### src/rtl/msrv32_pc_unit.sv
// Program counter unit for the MSRV32 core: boot sequencing, next-PC
// selection (trap > mret > taken branch > sequential), fetch address
// generation and pipeline flush indication.
module msrv32_pc_unit #(
  parameter int unsigned      WIDTH        = 32,
  parameter logic [WIDTH-1:0] BOOT_ADDRESS = 32'h0000_0000
) (
  input  logic             ms_riscv32_mp_clk_in,
  input  logic             ms_riscv32_mp_rst_in,
  input  logic             ahb_ready_in,
  input  logic             branch_taken_in,
  input  logic [4:0]       opcode_6_to_2_in,
  input  logic [WIDTH-1:0] rs1_in,
  input  logic [WIDTH-1:0] imm_in,
  input  logic             trap_taken_in,
  input  logic [WIDTH-1:0] trap_address_in,
  input  logic             mret_in,
  input  logic [WIDTH-1:0] epc_in,
  output logic [WIDTH-1:0] pc_out,
  output logic [WIDTH-1:0] pc_plus_4_out,
  output logic [WIDTH-1:0] iaddr_out,
  output logic             misaligned_instr_out,
  output logic             flush_out
);

  typedef enum logic [1:0] {
    RST  = 2'd0,
    BOOT = 2'd1,
    RUN  = 2'd2
  } state_t;

  localparam logic [4:0] OP_BRANCH = 5'b11000;
  localparam logic [4:0] OP_JAL    = 5'b11011;
  localparam logic [4:0] OP_JALR   = 5'b11001;

  state_t           state;
  state_t           state_next;
  logic [WIDTH-1:0] jump_target;
  logic [WIDTH-1:0] next_pc;
  logic             redirect;
  logic             is_cti;
  logic [WIDTH-1:0] pc_next;
  logic             flush_next;

  assign pc_plus_4_out = pc_out + WIDTH'(4);

  assign is_cti = (opcode_6_to_2_in == OP_BRANCH) ||
                  (opcode_6_to_2_in == OP_JAL)    ||
                  (opcode_6_to_2_in == OP_JALR);

  // Branch/jump target: PC-relative, or register-relative with bit 0 cleared for JALR
  always_comb begin
    jump_target = '0;
    if (opcode_6_to_2_in == OP_JALR) begin
      jump_target    = rs1_in + imm_in;
      jump_target[0] = 1'b0;
    end else begin
      jump_target = pc_out + imm_in;
    end
  end

  assign misaligned_instr_out = branch_taken_in & is_cti & jump_target[1];

  // Next-PC priority select; while the current instruction is flushed only a trap may redirect
  always_comb begin
    next_pc  = pc_plus_4_out;
    redirect = 1'b0;
    if (trap_taken_in) begin
      next_pc  = trap_address_in;
      redirect = 1'b1;
    end else if (!flush_out && mret_in) begin
      next_pc  = epc_in;
      redirect = 1'b1;
    end else if (!flush_out && branch_taken_in && !misaligned_instr_out) begin
      next_pc  = jump_target;
      redirect = 1'b1;
    end
  end

  // State register
  always_ff @(posedge ms_riscv32_mp_clk_in) begin
    if (ms_riscv32_mp_rst_in) begin
      state <= RST;
    end else begin
      state <= state_next;
    end
  end

  // Next-state, fetch address and PC/flush update values
  always_comb begin
    state_next = state;
    iaddr_out  = BOOT_ADDRESS;
    pc_next    = pc_out;
    flush_next = flush_out;
    case (state)
      RST: begin
        state_next = BOOT;
      end
      BOOT: begin
        if (ahb_ready_in) begin
          state_next = RUN;
          pc_next    = BOOT_ADDRESS;
          flush_next = 1'b0;
        end
      end
      RUN: begin
        iaddr_out = {next_pc[WIDTH-1:2], 2'b00};
        if (ahb_ready_in) begin
          pc_next    = next_pc;
          flush_next = redirect;
        end
      end
      default: begin
        state_next = RST;
      end
    endcase
  end

  // PC and flush registers; reset overrides any stall or redirect
  always_ff @(posedge ms_riscv32_mp_clk_in) begin
    if (ms_riscv32_mp_rst_in) begin
      pc_out    <= BOOT_ADDRESS;
      flush_out <= 1'b1;
    end else begin
      pc_out    <= pc_next;
      flush_out <= flush_next;
    end
  end

endmodule

### config.mk
export PLATFORM = sky130hd
export DESIGN_NAME = msrv32_pc_unit
export DESIGN_NICKNAME = d
export VERILOG_FILES = /design/src/rtl/msrv32_pc_unit.sv
export SDC_FILE = /design/constraint.sdc
export NUM_CORES = 1
export LEC_CHECK = 0
export CAP_MARGIN = 20
export CORE_UTILIZATION = 47
export CTS_CLUSTER_SIZE = 25
export DETAILED_ROUTE_END_ITERATION = 16
export PLACE_DENSITY = 0.83
export SLEW_MARGIN = 20
export SYNTH_ARGS = -nofsm -noshare
export SYNTH_HDL_FRONTEND = slang
export SYNTH_SLANG_ARGS = --single-unit
### constraint.sdc
create_clock -name ms_riscv32_mp_clk_in -period 9 [get_ports ms_riscv32_mp_clk_in]
set_input_delay 2.7 -clock ms_riscv32_mp_clk_in [delete_from_list [all_inputs] [get_ports ms_riscv32_mp_clk_in]]
set_output_delay 2.7 -clock ms_riscv32_mp_clk_in [all_outputs]
set_load 0.005 [all_outputs]
==> impl_results.md <==
* Outcome: complete, no violations
* Number of buffers inserted to repair setup after CTS at 0
* Placement Rows at 43
* Mux share of post-synthesis cell area at 0.0151
* Number of input and output port buffers inserted at 234
* I/O pin total at 237
* Via count at between 8k and 9k
* Launching point of the worst reg2reg path: pc_out[2]
* Tcrit/Tclk final at 0.996
* DRC violations left at 0
* Yosys synthesis warning count at 0
* Max Fclk at about 0.11 GHz
* Main combinational cell family by area after synthesis: compound AO/OA/AOI/OAI gates
* Final WL at slightly below 30 mm
* Global router's overall resource usage at 0.377
* FF+latch count, synth at 35
* Setup slack at placement at -0.00701 ns
* Clock Latency Late Sink at 0.30 ns
* Distinct cells, synth at 84
* Worst slew margin relative to its limit at 0.363
* Clock tree root driver cell: clkbuf_16
* Final hold violation count at 0
* Final setup violation count at 0
* Worst setup margin at approximately 0.036 ns
* Vias/cell at roughly 6.3
* H-tree level count at 2
* Sequential fraction of design power at 0.193
* Endpoint kind of the worst setup timing path: primary output
* Number of sinks driven by the clock tree at 35
* Setup repair after global routing missed its margin: yes
* Top library cells by usage in the layout, fill and taps aside: clkdlybuf4s50_1 (230), nand2_1 (105), a21oi_1 (88)
* Number of detailed-route iterations in the first pass at 6
* Inserted Clock Buffers at 5
* Largest voltage drop on the vdd net at between 0.08 and 0.09 mV
* Leftover overflow at the end of global routing at 0
* Maximum number of pins on one net before global-route repair at 37
* Via count of the first global-routing pass at slightly above 8k
* Final HPWL DP at 23.0 mm
* Most common cell after layout, fill and taps aside: clkdlybuf4s50_1
* Period minus WS final at about 9 ns
* Synthesized-area fraction occupied by and/or/nand/nor cells at 0.233
* Internal power component at 0.000567 W
* Worst setup path start: imm_in[8]
* Switching share of power at 0.445
* Nets at around 1.4k
* Share of the yosys chip area belonging to registers at 0.103
* Number of enable-type register cells in the synthesized netlist at 0
* Startpoint kind of the worst setup timing path: primary input
* Layout Area Growth over Synthesis at 41.7%
* Clock tree skew after final layout at approximately 0.0063 ns
* Path depth of the worst reg2reg path at 11
* Average footprint of a synthesized cell at approximately 7 um2
* Ratio of cells with drive above 1 in the final layout at 0.0871
* CTS Buffer Depth at 2
* Parity-gate share of the synthesized area counting xor and xnor cells at 0.0876
* Die Wd at about 120 um
* Hold WC Path Type: register to register
* Final total negative setup slack at 0 ns
* Main synth FF type: dfxtp_1
* Core area at roughly 0.014 mm2
* Clock-pin transition on the worst setup and hold timing paths at about 0.060 ns
* Global-route wire length before repair at between 40 and 50 mm
* Least-Margin Pin Slew at about 0.95 ns
* Worst Hold Path Cells at 2
* Type of the setup path with the least slack: primary input to primary output
* Arrival time worst endpoint at between 6 and 7 ns
* Async set or reset register ratio after synthesis at 0
* CTS tree: built
* Worst-path maximum fanout at 5
* Final standard cell utilization of the core at 0.689
* Total of max-cap violations at 0
* Hold buffer count at CTS at 0
* Clk pwr share at 0.182
* Mapped cell area at approximately 0.007 mm2
* Startpoint of the lowest-slack hold path: state[1]
* Antenna violation net count after detailed routing at 0
* Gate count of the mapped netlist at 963
* Number of antenna diodes at 0
* DIE AREA at 0.0150 mm2
* Weighted congestion reported at the end of routability-driven placement at 1.03
* Area after DPL at roughly 0.0094 mm2
* Antenna violations before repair at 0
* Number of DRC violations after detailed-routing iteration 0 at roughly 900
* Design area at around 0.0096 mm2
* Y dimension of the die at about 120 um
* Wire length per cell at 21.1 um
* Share of power burned in combinational logic at 0.625
* Pins over their slew limit at 0
* Initial core utilization at 0.486
* Compound-cell area share of the yosys netlist at 0.356
* Leakage power summed over all cells at between 3 and 4 nW
* Net switching power figure at between 0.0004 and 0.0005 W
* Post-Synth Adder-Cell Area at 0.127
* Pwr dens at 106 mW/mm2
* Worst path required time at around 6.3 ns
## registers in the layout, summed over array words and instances (netlist names)
| signal | count |
|---|---|
| flush_out | 1 |
| state | 2 |
| pc_out | 32 |
## metrics by stage
stage               hold slack [ns]  cells  total power [W]
floorplan                     0.487    964         0.000551
global placement              0.510   1366         0.000813
detailed placement            0.539   1366         0.000815
CTS                           0.551   1374          0.00100
global route                  0.594   1374          0.00107
finish                        0.549   1374          0.00102
## worst max-delay path, cell delays in order
cell             delay [ns]
clkdlybuf4s50_1        0.47
ha_1                   0.35
a21oi_1                0.24
o21ai_0                0.25
a21oi_2                0.28
nand2_1                0.14
buf_4                  0.16
a21oi_1                0.15
xnor2_1                0.20
nor2_1                 0.12
a2111oi_2              0.48
buf_4                  0.20
nor2_1                 0.04
clkdlybuf4s50_1        0.47
## routing by layer
layer	vias up	part of all wire	GRT usage
met5	-	0	0
met4	0	0.043	0.170
met3	92	0.10	0.0730
met2	517	0.45	0.605
met1	3997	0.41	0.488
li1	4027	-	-
## cell usage after synthesis (5+ instances only)
cell type / instances / area, um2
nand2_1: 106 / 398
a21oi_1: 89 / 445
nor2_1: 77 / 289
o21ai_0: 75 / 375
ha_1: 66 / 826
xnor2_1: 48 / 420
dfxtp_1: 35 / 701
buf_4: 34 / 255
inv_1: 32 / 120
clkbuf_1: 29 / 109
and3_1: 22 / 138
a21o_1: 21 / 158
xor2_1: 20 / 175
nand3_1: 19 / 95.1
nor3_1: 18 / 90.1
nand4_1: 16 / 100
a211oi_1: 12 / 90.1
nand2b_1: 12 / 75.1
o21a_1: 12 / 90.1
and2_1: 11 / 68.8
o211ai_1: 11 / 82.6
o31ai_1: 11 / 82.6
or3_1: 10 / 62.6
a211o_1: 8 / 70.1
a32o_1: 8 / 80.1
buf_2: 8 / 40.0
mux2i_1: 8 / 80.1
o21bai_1: 8 / 60.1
o21ai_1: 7 / 35.0
o22ai_1: 7 / 43.8
a21boi_1: 6 / 45.0
a22o_1: 6 / 52.6
a32oi_1: 6 / 52.6
and4_1: 6 / 52.6
a221oi_1: 5 / 43.8
a311oi_1: 5 / 43.8
nand3b_1: 5 / 37.5
nor2b_1: 5 / 31.3
nor3b_1: 5 / 37.5
o211a_1: 5 / 50.1
o221ai_1: 5 / 43.8
## kinds of logic (layout without fill, tap and decap cells)
group / after synthesis / in the layout
other cells: 1 / 2
xor+xnor: 68 / 68
mux: 10 / 10
flops: 35 / 35
simple gates: 324 / 324
buf+inv: 104 / 334
compound gates: 353 / 353
fa+ha+maj: 68 / 68
## layout make-up
type / instances / area (um2)
flip-flops and latches: 35 / 701
clock buffers: 5 / 125
repair buffers: 294 / 2800
fillers: 1223 / 4350
inverters: 32 / 120
multi-input cells: 825 / 5640
clock inverters: 3 / 25.0
well taps: 180 / 225
## what timing repair did
action,4_1_cts,5_1_grt
cloned,0,0
pin swaps,0,5
gates resized for setup,2,15
setup endpoints to repair,1,15
## worst paths after layout
check             endpoint  slack, ns
min reg2reg       state[1]       0.55
min               state[1]       0.55
max reg2reg     pc_out[26]       5.63
max          iaddr_out[17]       0.04
## power groups by stage
stage	registers [W]	logic (W)	clock network, W
floorplan	0.000190	0.000361	0
global placement	0.000199	0.000614	0
detailed placement	0.000199	0.000616	0
CTS	0.000196	0.000620	0.000186
global route	0.000198	0.000684	0.000191
finish	0.000197	0.000639	0.000186
(Power assumes the default switching activity.)
